### src/rtl/fifo_tx_serializer_pkg.sv
// Shared types and defaults for the FIFO-fed serial transmitter.
package fifo_tx_serializer_pkg;

    typedef enum logic [2:0] {
        IDLE,
        REQ,
        LOAD,
        START,
        DATA,
        STOP
    } state_t;

    localparam int DEF_WL           = 8;
    localparam int DEF_CLKS_PER_BIT = 4;
    localparam int FRAME_CNT_W      = 16;

endpackage

### src/rtl/fifo_tx_serializer_bit_timer.sv
// Per-bit down-counter: holds 0 while cleared, then runs CLKS_PER_BIT-1 .. 1
// and ticks on 1, so every bit period is exactly CLKS_PER_BIT cycles.
module bit_timer
    import fifo_tx_serializer_pkg::*;
#(
    parameter int CLKS_PER_BIT = DEF_CLKS_PER_BIT
) (
    input  logic clk,
    input  logic rst,
    input  logic clr,
    output logic tick
);

    localparam int TW = $clog2(CLKS_PER_BIT);

    logic [TW-1:0] count;

    always_ff @(posedge clk) begin
        if (rst || clr) begin
            count <= '0;
        end else if (count == '0) begin
            count <= TW'(CLKS_PER_BIT - 1);
        end else begin
            count <= count - TW'(1);
        end
    end

    assign tick = (count == TW'(1));

endmodule

### src/rtl/fifo_tx_serializer.sv
// Pulls one word per frame from an upstream FIFO and sends it as a
// start/data(LSB first)/stop serial frame; outputs are decoded from state.
module fifo_tx_serializer
    import fifo_tx_serializer_pkg::*;
#(
    parameter int WL           = DEF_WL,
    parameter int CLKS_PER_BIT = DEF_CLKS_PER_BIT
) (
    input  logic                   clk,
    input  logic                   rst,
    input  logic                   enable,
    input  logic                   fifo_empty,
    input  logic [WL-1:0]          fifo_data,
    output logic                   fifo_read_rq,
    output logic                   tx_serial,
    output logic                   busy,
    output logic                   frame_done,
    output logic [FRAME_CNT_W-1:0] frame_count
);

    localparam int IW = $clog2(WL + 1);

    state_t                 state, state_next;
    logic [WL-1:0]          shreg;
    logic [IW-1:0]          bit_idx;
    logic [FRAME_CNT_W-1:0] done_count;
    logic                   tick;
    logic                   timer_clr;
    logic                   last_bit;
    logic                   stop_end;

    bit_timer #(
        .CLKS_PER_BIT(CLKS_PER_BIT)
    ) u_bit_timer (
        .clk  (clk),
        .rst  (rst),
        .clr  (timer_clr),
        .tick (tick)
    );

    assign last_bit = (bit_idx == IW'(WL - 1));
    assign stop_end = (state == STOP) && tick;

    always_ff @(posedge clk) begin
        if (rst) begin
            state <= IDLE;
        end else begin
            state <= state_next;
        end
    end

    always_comb begin
        state_next   = state;
        fifo_read_rq = 1'b0;
        tx_serial    = 1'b1;
        busy         = (state != IDLE);
        unique case (state)
            IDLE:  if (enable && !fifo_empty) state_next = REQ;
            REQ: begin
                fifo_read_rq = 1'b1;
                state_next   = LOAD;
            end
            LOAD:  state_next = START;
            START: begin
                tx_serial = 1'b0;
                if (tick) state_next = DATA;
            end
            DATA: begin
                tx_serial = shreg[0];
                if (tick && last_bit) state_next = STOP;
            end
            STOP:  if (tick) state_next = IDLE;
            default: state_next = IDLE;
        endcase
        // Untimed states keep the timer parked at zero so each timed state starts fresh.
        timer_clr = (state_next != state) || (state inside {IDLE, REQ, LOAD});
    end

    always_ff @(posedge clk) begin
        if (rst) begin
            shreg      <= '0;
            bit_idx    <= '0;
            frame_done <= 1'b0;
            done_count <= '0;
        end else begin
            frame_done <= stop_end;
            if (stop_end) begin
                done_count <= done_count + FRAME_CNT_W'(1);
            end
            // FIFO read data is valid during LOAD, one cycle after the request.
            if (state == LOAD) begin
                shreg <= fifo_data;
            end else if (state == DATA && tick) begin
                shreg <= shreg >> 1;
            end
            if (state != DATA) begin
                bit_idx <= '0;
            end else if (tick) begin
                bit_idx <= bit_idx + IW'(1);
            end
        end
    end

    assign frame_count = done_count;

endmodule
### config.mk
export PLATFORM = sky130hd
export DESIGN_NAME = fifo_tx_serializer
export DESIGN_NICKNAME = d
export VERILOG_FILES = /design/src/rtl/fifo_tx_serializer_pkg.sv /design/src/rtl/fifo_tx_serializer_bit_timer.sv /design/src/rtl/fifo_tx_serializer.sv
export SDC_FILE = /design/constraint.sdc
export NUM_CORES = 1
export LEC_CHECK = 0
export ABC_AREA = 1
export CAP_MARGIN = 20
export CORE_MARGIN = 1.5
export CORE_UTILIZATION = 50
export DETAILED_ROUTE_END_ITERATION = 10
export PLACE_DENSITY_LB_ADDON = 0.05
export SETUP_SLACK_MARGIN = 0.5
export SLEW_MARGIN = 20
export SYNTH_ARGS = -nofsm -noshare
export SYNTH_HDL_FRONTEND = slang
export SYNTH_SLANG_ARGS = --single-unit
### constraint.sdc
create_clock -name clk -period 3.7 [get_ports clk]
set_clock_uncertainty 0.15 [all_clocks]
set_input_delay 0.74 -clock clk [delete_from_list [all_inputs] [get_ports clk]]
set_output_delay 0.74 -clock clk [all_outputs]
set_load 0.02 [all_outputs]
### Yosys cells after proc, flatten, opt, wreduce, memory -nomap -nowiden

Cells that the tools add are included.
Widths: inputs -> output; s select.

* output and inout port bits: 20
* logic and storage cells: 41
* input port bits: 12
* register bits: 34

* add/subtract/negate cells: 3
* equal/unequal tests: 9
* reductions and logical operators: 13
* multiplexer cells: 10

Operators with widths (count)
* $pmux 3 s6: 1
* $add 16x1->16 const B: 1
* $mux 8: 2
* $mux 3: 4
* $eq 3x2->1 const B: 2
* $eq 3x3->1 const B: 2
* $reduce_bool 3->1: 2
* $add 4x1->4 const B: 1
* $eq 4x3->1 const B: 1
* $logic_and 1x1->1: 4
* $eq 3x1->1 const B: 1
* $logic_not 3->1: 1
* $ne 3x3->1: 1
* $ne 3x3->1 const B: 1
* $eq 2x1->1 const B: 1
* $logic_not 2->1: 1
* $logic_or 1x1->1: 2
* $mux 2: 1
* $pmux 1 s2: 1
* $reduce_bool 2->1: 1
* $reduce_or 2->1: 1
* $sub 2x1->2 const B: 1
* $logic_not 1->1: 1
* $mux 1: 1

### Depth between registers and ports, before layout

Gate-level depths: netlist (run 1).

* depth in word-level cells: 7
* depth in mapped cells: 12
* gate-level depth less buffers: 11

### By module

Synthesis (run 1) repeated with hierarchy kept, for this count alone.

* cell total of the unflattened synthesis: 266
* area total of the unflattened synthesis: 1803.0 um^2

By module, submodules not included
* fifo_tx_serializer: cells an instance 254, instances 1, area each 1707.9 um^2, seq. area each 640.6 um^2
* bit_timer: cells an instance 12, instances 1, area each 95.1 um^2, seq. area each 40.0 um^2

### Least setup slack after synthesis (run 1)

OpenSTA, ideal clock, no wires.

* kind: reg2out
* from: register state[0]
* to: output port fifo_read_rq
* path slack: 1.850 ns
* data required time: 2.810 ns
* buffers on the path: 1
* arrival time: 0.960 ns
* stages on the path, launching flop included: 4
* path through: dfxtp_1 buf_6 inv_2 nor3_1

* longest elaborated chain between the ends: 2

Ends and longest elaborated chain
* start: declaration: line fifo_tx_serializer.sv:23 `state_t state, state_next;`
* start signal: assignment: line fifo_tx_serializer.sv:48 `state <= state_next;`
* $eq 3x1->1: line fifo_tx_serializer.sv:57 `unique case (state)`
* $mux 1: line fifo_tx_serializer.sv:57
* end: declaration: line fifo_tx_serializer.sv:14 `output logic fifo_read_rq,`

No other way between the ends.

### Worst setup path in the final report (run 1)

* from: register state[2]
* to: output port tx_serial

* longest elaborated chain between the ends: 2
* elaborated cells on any way between the ends: 3
* those cells by class: eq/ne: 2; mux: 1

Ends and longest elaborated chain
* $eq 3x3->1 or $eq 3x2->1 (tied branches): line fifo_tx_serializer.sv:57
* $pmux 1 s2 *: line fifo_tx_serializer.sv:57
* end: declaration: line fifo_tx_serializer.sv:15 `output logic tx_serial,`

Mark *: on every way between the ends. The rest lies on a longest branch, timed or not.

==> report_table.html, run 1 <==
<table>
<tr><th>Metric</th><th>Value</th></tr>
<tr><th colspan="2">Routing</th></tr>
<tr><td>First-pass iteration count of the detailed router</td><td>4</td></tr>
<tr><td>Number of DRC violations after detailed routing</td><td>0</td></tr>
<tr><td>Routed wire length</td><td>3598 um</td></tr>
<tr><td>Detail Route Antenna Nets</td><td>0</td></tr>
<tr><td>Detailed Route Iter0 Violations</td><td>between 90 and 100</td></tr>
<tr><td>Total vias in the final route</td><td>1,664</td></tr>
<tr><td>Via density per instance</td><td>approximately 5</td></tr>
<tr><td>Post-detailed-route wirelength per cell</td><td>10.80 um</td></tr>
<tr><th colspan="2">Placement</th></tr>
<tr><td>Worst slack at placement</td><td>between 1 and 1.5 ns</td></tr>
<tr><td>Global placement routability congestion</td><td>around 0.8</td></tr>
<tr><td>Number of buffers added on ports</td><td>31</td></tr>
<tr><td>DPL Wire Length</td><td>roughly 2700 um</td></tr>
<tr><td>DP Cell Count</td><td>325</td></tr>
<tr><th colspan="2">Worst setup path</th></tr>
<tr><td>WP data arrival</td><td>around 1.9 ns</td></tr>
<tr><td>CP peak stage delay</td><td>between 0.5 and 0.6 ns</td></tr>
<tr><td>Ordered list of cells on the worst path</td><td>inv_2 -&gt; nand3_1 -&gt; o21a_1 -&gt; clkdlybuf4s50_1</td></tr>
<tr><td>Critical Path Fanout Max</td><td>8</td></tr>
<tr><td>Cell at the slowest stage of the critical path</td><td>clkdlybuf4s50_1</td></tr>
<tr><td>Launching element type of the critical path</td><td>flip-flop</td></tr>
<tr><td>Critical Setup Path Class</td><td>flip-flop to output port</td></tr>
<tr><td>Data required time of the worst path</td><td>about 2.8 ns</td></tr>
<tr><td>Crit. End Element</td><td>output port</td></tr>
<tr><th colspan="2">GRT</th></tr>
<tr><td>Number of global-route vias before repair</td><td>between 1,000 and 1,500</td></tr>
<tr><td>Total grt overflow</td><td>0</td></tr>
<tr><td>Wire length of the first global-routing pass</td><td>approximately 6200 um</td></tr>
<tr><td>Antenna violations before repair</td><td>0</td></tr>
<tr><td>Largest net degree at the start of global routing</td><td>19</td></tr>
<tr><td>Global-route total usage across every layer</td><td>0.1970</td></tr>
<tr><th colspan="2">Floorplan</th></tr>
<tr><td>Core box area</td><td>about 3400 sq um</td></tr>
<tr><td>Area enclosed by the die boundary</td><td>around 4000 sq um</td></tr>
<tr><td>Die Span X</td><td>approximately 63 um</td></tr>
<tr><td>Vertical extent of the die</td><td>between 60 and 70 um</td></tr>
<tr><td>Initial Utilization</td><td>0.5319</td></tr>
<tr><td>Number of rows created at floorplan</td><td>21</td></tr>
<tr><td>Number of top-level design ports</td><td>32</td></tr>
<tr><th colspan="2">CTS</th></tr>
<tr><td>Clock-pin slew on the worst setup and hold paths</td><td>about 0.10 ns</td></tr>
<tr><td>TritonCTS clock tree</td><td>yes</td></tr>
<tr><td>Worst-case clock buffer depth</td><td>2</td></tr>
<tr><td>Clock Tree Root</td><td>clkbuf_4</td></tr>
<tr><td>Post-CTS setup buffer count</td><td>0</td></tr>
<tr><td>Clock insertion delay at the later pin of the skew report</td><td>0.34 ns</td></tr>
<tr><td>Number of clock buffers inserted by TritonCTS</td><td>5</td></tr>
<tr><td>CTS Hold Bufs</td><td>0</td></tr>
<tr><td>Resized cells post-CTS</td><td>0</td></tr>
<tr><td>Sink Count</td><td>34</td></tr>
<tr><td>Count of H-tree levels built during CTS</td><td>2</td></tr>
<tr><th colspan="2">Final layout</th></tr>
<tr><td>Most frequent standard cell in the layout excluding fill and tap cells</td><td>nand2_1</td></tr>
<tr><td>Syn-to-layout area delta</td><td>22.11%</td></tr>
<tr><td>Nets@finish</td><td>between 300 and 400</td></tr>
<tr><td>Number of cells in the finished layout apart from fillers</td><td>roughly 330</td></tr>
<tr><td>Proportion of layout cells with a drive suffix above 1</td><td>0.1150</td></tr>
<tr><td>Final core area utilization</td><td>0.6495</td></tr>
<tr><td>Combined flip-flop and latch cell area</td><td>between 600 and 700 sq um</td></tr>
<tr><td>Area of the multi-input gates</td><td>~970 sq um</td></tr>
<tr><td>Count of fill cells added during filler insertion</td><td>329</td></tr>
<tr><td>Commonest cells after routing, fill and taps aside</td><td>nand2_1, dfxtp_1, clkdlybuf4s50_1, nor2_1, inv_1</td></tr>
<tr><td>Ant diodes</td><td>0</td></tr>
<tr><th colspan="2">Timing</th></tr>
<tr><td>Hold Fails Final Rpt</td><td>0</td></tr>
<tr><td>Count of endpoints failing setup in the final report</td><td>0</td></tr>
<tr><td>Final critical delay including setup and external delays</td><td>2.770 ns</td></tr>
<tr><td>Unrepaired setup endpoints after global routing</td><td>no</td></tr>
<tr><td>Max Transition Viols Final</td><td>0</td></tr>
<tr><td>Worst Setup Slack, final</td><td>0.9296 ns</td></tr>
<tr><td>Least-Margin Pin Slew</td><td>between 0.4 and 0.5 ns</td></tr>
<tr><td>Summed negative setup slack over all endpoints</td><td>0 ns</td></tr>
<tr><td>Share of the clock period used by the worst path</td><td>0.7488</td></tr>
<tr><td>F_max</td><td>approximately 360 MHz</td></tr>
<tr><td>Worst relative slew slack</td><td>0.7042</td></tr>
<tr><th colspan="2">Pwr</th></tr>
<tr><td>Portion of total power attributed to combinational logic</td><td>0.091</td></tr>
<tr><td>Fraction of power spent switching nets</td><td>0.2390</td></tr>
<tr><td>Pwr dens</td><td>between 300 and 400 nW/um^2</td></tr>
<tr><td>Peak VDD IR</td><td>between 0.15 and 0.2 mV</td></tr>
<tr><td>Static Leak</td><td>between 0.8 and 0.9 nW</td></tr>
<tr><td>Cell-internal power</td><td>0.5480 mW</td></tr>
<tr><td>Net Sw Power</td><td>about 0.17 mW</td></tr>
<tr><td>Share of power burned in registers</td><td>0.534</td></tr>
<tr><td>Portion of total power attributed to the clock network</td><td>0.375</td></tr>
<tr><th colspan="2">Synthesis</th></tr>
<tr><td>EDFF count, synth</td><td>0</td></tr>
<tr><td>Number of synthesized register bits</td><td>34</td></tr>
<tr><td>Number of library cell types mapped by synthesis</td><td>34</td></tr>
<tr><td>Net count after synthesis</td><td>270</td></tr>
<tr><td>Sequential area share after synthesis</td><td>0.3747</td></tr>
<tr><td>Cell area after technology mapping</td><td>approximately 1800 sq um</td></tr>
<tr><td>Asr flop ratio synth</td><td>0</td></tr>
<tr><td>YS warnings</td><td>0</td></tr>
<tr><td>Mean Syn Cell Area</td><td>slightly above 7 sq um</td></tr>
<tr><td>Dominant synthesized flop cell</td><td>dfxtp_1</td></tr>
<tr><td>Number of standard cells after synthesis</td><td>about 250</td></tr>
<tr><th colspan="2">Run</th></tr>
<tr><td>Max capacitance violation total</td><td>0</td></tr>
<tr><th colspan="2">Min path</th></tr>
<tr><td>Hold WC Path Type</td><td>flip-flop to flip-flop</td></tr>
<tr><th colspan="2">Status</th></tr>
<tr><td>Outcome</td><td>complete, no violations</td></tr>
</table>
final timing paths:
kind / endpoint / slack, ns / depth (start not counted) / start
worst min-delay path: shreg[7] / 0.32 / 2 / shreg[7]
worst max-delay path: tx_serial / 0.93 / 4 / state[2]
worst min register to register: shreg[7] / 0.32 / 2 / shreg[7]
worst max register to register: frame_count[12] / 1.90 / 9 / u_bit_timer.count[1]
worst max-delay path: cells and delay by family (launching register included):
kind / cells / cell delay (ns)
buf+inv: 2 / 0.71
simple gates: 1 / 0.13
flops: 1 / 0.58
compound gates: 1 / 0.13
logic make-up (layout without fill, tap and decap cells):
| family | count (synthesis) | count (layout) | synth area share |
|---|---|---|---|
| AND/OR/NAND/NOR | 142 | 142 | 0.3884 |
| buffers and inverters | 38 | 71 | 0.09366 |
| AO/OA/AOI/OAI | 35 | 35 | 0.1109 |
| flip-flops | 34 | 34 | 0.3747 |
| adder cells (fa/ha/maj) | 4 | 4 | 0.02755 |
| XOR/XNOR | 1 | 1 | 0.004822 |
metal layers:
layer,vias to the layer above,global-route usage,part of all wire
li1,882,-,-
met1,742,0.2699,0.52
met2,35,0.2965,0.41
met3,5,0.05893,0.050
met4,0,0.06522,0.013
met5,-,0,0
layout make-up:
| class | instances | area share |
|---|---|---|
| multi-input combinational | 182 | 0.4354 |
| sequential | 34 | 0.3068 |
| timing repair buffer | 32 | 0.1433 |
| inverter | 31 | 0.05471 |
| tap | 46 | 0.02594 |
| clock buffer | 7 | 0.02030 |
| clock inverter | 1 | 0.01354 |
synth_stat cells (2+ instances only):
master / instances / area (sq um)
nand3_4: 2 / 35.03
nand2_2: 4 / 25.02
clkbuf_1: 2 / 7.510
dfxtp_1: 34 / 680.7
ha_1: 4 / 50.05
nand2_1: 71 / 266.5
inv_2: 7 / 26.28
buf_4: 2 / 15.01
o21ai_0: 4 / 20.02
nand4_1: 4 / 25.02
nor2_1: 26 / 97.59
o21ai_1: 5 / 25.02
inv_1: 23 / 86.33
buf_6: 2 / 22.52
nor2_2: 2 / 12.51
nand3_1: 15 / 75.07
o211a_1: 2 / 20.02
nor3_1: 6 / 30.03
nor2_4: 5 / 56.30
a21oi_1: 15 / 75.07
a31oi_1: 6 / 37.54
registers in the layout, indices dropped and copies added (netlist names):
register and cells:
shreg 8, u_bit_timer.count 2, frame_count 16, bit_idx 4, frame_done 1, state 3
power groups by stage:
stage	registers (mW)	clock network (mW)	logic, mW
final	0.384	0.270	0.0659
after global routing	0.386	0.289	0.0730
after CTS	0.384	0.276	0.0665
after detailed placement	0.392	0	0.0664
after global placement	0.392	0	0.0661
after floorplan	0.385	0	0.0515
metrics by stage:
stage                     area, sq um  total power [mW]  hold WS [ns]
final                            2218            0.7201        0.3165
after global routing             2218            0.7481        0.3325
after CTS                        2218            0.7270        0.3203
after detailed placement         2143            0.4588        0.3044
after global placement           2143            0.4585        0.2985
after floorplan                  1817            0.4369        0.2893
Power figures use the tool's default switching activity.
==> run 2, diff against run 1 <==
==> constraint.sdc (replaced) <==
create_clock -name clk -period 2.6 [get_ports clk]
set_clock_uncertainty 0.15 [all_clocks]
set_input_delay 0.52 -clock clk [delete_from_list [all_inputs] [get_ports clk]]
set_output_delay 0.52 -clock clk [all_outputs]
set_load 0.02 [all_outputs]
==> run 2 against run 1 <==
Utilization rose by 1.2 points. Routed wire length rose by 5.7%. Non-clock buffer count rose by 2. Global-route usage rose by 0.76 points. Count of clock-buffer cells in the layout fell by 1. Critical path depth did not move. Worst setup slack got worse by 0.41 ns. Total power rose by 34%. Cell count rose by 0.60%. Die area did not move.
==> report_table.html, run 2 (synthesized netlist as in run 1, its figures left out) <==
<table>
<tr><th>Metric</th><th>Value</th></tr>
<tr><th colspan="2">Status</th></tr>
<tr><td>Outcome</td><td>complete, no violations</td></tr>
<tr><th colspan="2">Worst setup path</th></tr>
<tr><td>Data required time of the worst path</td><td>1.93 ns (-0.88 ns)</td></tr>
<tr><td>WP data arrival</td><td>1.41 ns (-0.47 ns)</td></tr>
<tr><td>Critical Setup Path Class</td><td>flip-flop to output port</td></tr>
<tr><td>Crit. End Element</td><td>output port</td></tr>
<tr><td>Critical Path Fanout Max</td><td>5 (-3)</td></tr>
<tr><td>Launching element type of the critical path</td><td>flip-flop</td></tr>
<tr><th colspan="2">Placement</th></tr>
<tr><td>Global placement routability congestion</td><td>0.8086 (+1.7%)</td></tr>
<tr><td>Number of buffers added on ports</td><td>31 (unchanged)</td></tr>
<tr><td>DPL Wire Length</td><td>2657 um (-0.77%)</td></tr>
<tr><th colspan="2">Routing</th></tr>
<tr><td>First-pass iteration count of the detailed router</td><td>5 (+1)</td></tr>
<tr><td>Detail Route Antenna Nets</td><td>0 (unchanged)</td></tr>
<tr><td>Detailed Route Iter0 Violations</td><td>135 (+39%)</td></tr>
<tr><td>Via density per instance</td><td>5.075 (+1.6%)</td></tr>
<tr><td>Total vias in the final route</td><td>1,700 (+2.2%)</td></tr>
<tr><td>Number of DRC violations after detailed routing</td><td>0 (unchanged)</td></tr>
<tr><td>Routed wire length</td><td>3803 um (+5.7%)</td></tr>
<tr><td>Post-detailed-route wirelength per cell</td><td>11.35 um (+5.1%)</td></tr>
<tr><th colspan="2">Floorplan</th></tr>
<tr><td>Area enclosed by the die boundary</td><td>4004 sq um (unchanged)</td></tr>
<tr><td>Number of top-level design ports</td><td>32 (unchanged)</td></tr>
<tr><td>Number of rows created at floorplan</td><td>21 (unchanged)</td></tr>
<tr><td>Core box area</td><td>3416 sq um (unchanged)</td></tr>
<tr><td>Die Span X</td><td>63.28 um (unchanged)</td></tr>
<tr><td>Initial Utilization</td><td>0.5319 (unchanged)</td></tr>
<tr><td>Vertical extent of the die</td><td>63.28 um (unchanged)</td></tr>
<tr><th colspan="2">GRT</th></tr>
<tr><td>Global-route total usage across every layer</td><td>0.2045 (+0.007553)</td></tr>
<tr><td>Wire length of the first global-routing pass</td><td>6506 um (+4.4%)</td></tr>
<tr><td>Total grt overflow</td><td>0 (unchanged)</td></tr>
<tr><td>Largest net degree at the start of global routing</td><td>18 (-1)</td></tr>
<tr><td>Number of global-route vias before repair</td><td>1,445 (-1.1%)</td></tr>
<tr><td>Antenna violations before repair</td><td>0 (unchanged)</td></tr>
<tr><th colspan="2">Timing</th></tr>
<tr><td>Summed negative setup slack over all endpoints</td><td>0 ns (unchanged)</td></tr>
<tr><td>Count of endpoints failing setup in the final report</td><td>0 (unchanged)</td></tr>
<tr><td>Max Transition Viols Final</td><td>0 (unchanged)</td></tr>
<tr><td>Final critical delay including setup and external delays</td><td>just over 2 ns</td></tr>
<tr><td>Unrepaired setup endpoints after global routing</td><td>yes</td></tr>
<tr><td>Worst relative slew slack</td><td>0.7231 (+0.01893)</td></tr>
<tr><td>Hold Fails Final Rpt</td><td>0 (unchanged)</td></tr>
<tr><td>F_max</td><td>around 480 MHz</td></tr>
<tr><td>Share of the clock period used by the worst path</td><td>0.7990</td></tr>
<tr><td>Least-Margin Pin Slew</td><td>0.4148 ns (-0.02825 ns)</td></tr>
<tr><th colspan="2">CTS</th></tr>
<tr><td>Sink Count</td><td>34 (unchanged)</td></tr>
<tr><td>Clock-pin slew on the worst setup and hold paths</td><td>0.11 ns (about the same)</td></tr>
<tr><td>Count of H-tree levels built during CTS</td><td>2 (unchanged)</td></tr>
<tr><td>Worst-case clock buffer depth</td><td>2 (unchanged)</td></tr>
<tr><td>Clock Tree Root</td><td>clkbuf_4</td></tr>
<tr><td>Clock insertion delay at the later pin of the skew report</td><td>0.34 ns (about the same)</td></tr>
<tr><td>TritonCTS clock tree</td><td>yes</td></tr>
<tr><td>Number of clock buffers inserted by TritonCTS</td><td>5 (unchanged)</td></tr>
<tr><th colspan="2">Final layout</th></tr>
<tr><td>Most frequent standard cell in the layout excluding fill and tap cells</td><td>nand2_1</td></tr>
<tr><td>Nets@finish</td><td>304 (+0.66%)</td></tr>
<tr><td>Final core area utilization</td><td>0.6612 (+0.01172)</td></tr>
<tr><td>Flip-flop count of the largest register, all copies and words added</td><td>16 (unchanged)</td></tr>
<tr><td>Commonest cells after routing, fill and taps aside</td><td>nand2_1, dfxtp_1, nor2_1, inv_1, clkdlybuf4s50_1</td></tr>
<tr><td>Proportion of layout cells with a drive suffix above 1</td><td>0.1384 (+0.02343)</td></tr>
<tr><td>Syn-to-layout area delta</td><td>24.31%</td></tr>
<tr><td>Ant diodes</td><td>0 (unchanged)</td></tr>
<tr><th colspan="2">Pwr</th></tr>
<tr><td>Pwr dens</td><td>426.6 nW/um^2 (+31%)</td></tr>
<tr><td>Static Leak</td><td>1.051 nW (+27%)</td></tr>
<tr><td>Peak VDD IR</td><td>0.2977 mV (+57%)</td></tr>
<tr><th colspan="2">Min path</th></tr>
<tr><td>Hold WC Path Type</td><td>flip-flop to flip-flop</td></tr>
<tr><th colspan="2">Run</th></tr>
<tr><td>Max capacitance violation total</td><td>0 (unchanged)</td></tr>
</table>
-- run 2: cell type report --
| class | instances | area (sq um) |
|---|---|---|
| Sequential cell | 34 | 691.9 |
| Inverter | 31 | 121.4 |
| Tap cell | 46 | 57.56 |
| Clock buffer | 6 | 51.30 |
| Multi-Input combinational cell | 182 | 965.9 |
| Clock inverter | 2 | 12.51 |
| Timing Repair Buffer | 34 | 357.8 |
| Fill cell | 316 | 1157 |
-- run 2: final timing paths --
path / start / slack, ns / end / cells after the start
worst max-delay path: state[0] / 0.52 / tx_serial / 4
worst min-delay path: shreg[7] / 0.32 / shreg[7] / 2
worst max register to register: u_bit_timer.count[1] / 0.74 / frame_count[12] / 9
worst min register to register: shreg[7] / 0.32 / shreg[7] / 2
-- run 2: critical path, cell delays in order (launching register included) --
cell and delay [ns]:
dfxtp_4 0.39, nor2_4 0.14, nand2_2 0.10, o21a_1 0.17
clkdlybuf4s15_1 0.27
-- run 2: metrics by stage --
stage,power [mW],instances,cell area (sq um),hold WS [ns],worst slack (ns)
5_1_grt,1.015,335,2258,0.3436,0.4494
6_report,0.9635,335,2258,0.3190,0.5227
2_1_floorplan,0.6217,254,1817,0.2893,0.9626
3_3_place_gp,0.6526,325,2143,0.3024,0.4227
4_1_cts,0.9698,333,2213,0.3230,0.4693
3_5_place_dp,0.6528,325,2143,0.3079,0.4085
-- run 2: timing repair --
| item | in CTS | in global routing |
|---|---|---|
| hold endpoints to repair | 0 | 0 |
| setup endpoints to repair | 4 | 12 |
| gates resized for setup | 10 | 13 |
| hold buffers | 0 | 0 |
| setup buffers | 0 | 2 |
-- run 2: where the power goes --
part	internal (mW)	switching [mW]	leakage [nW]	total, mW
Sequential	0.532	0.0132	0.277	0.545
Combinational	0.0443	0.0535	0.740	0.0979
Clock	0.130	0.191	0.0343	0.321
-- run 2: per-layer routing --
layer  share of wire  GRT usage  up-vias
met4           0.017    0.08967        0
met2            0.42     0.2926       53
met3           0.056    0.04286        5
met1            0.51     0.2951      751
li1                -          -      891
met5               0          0        -
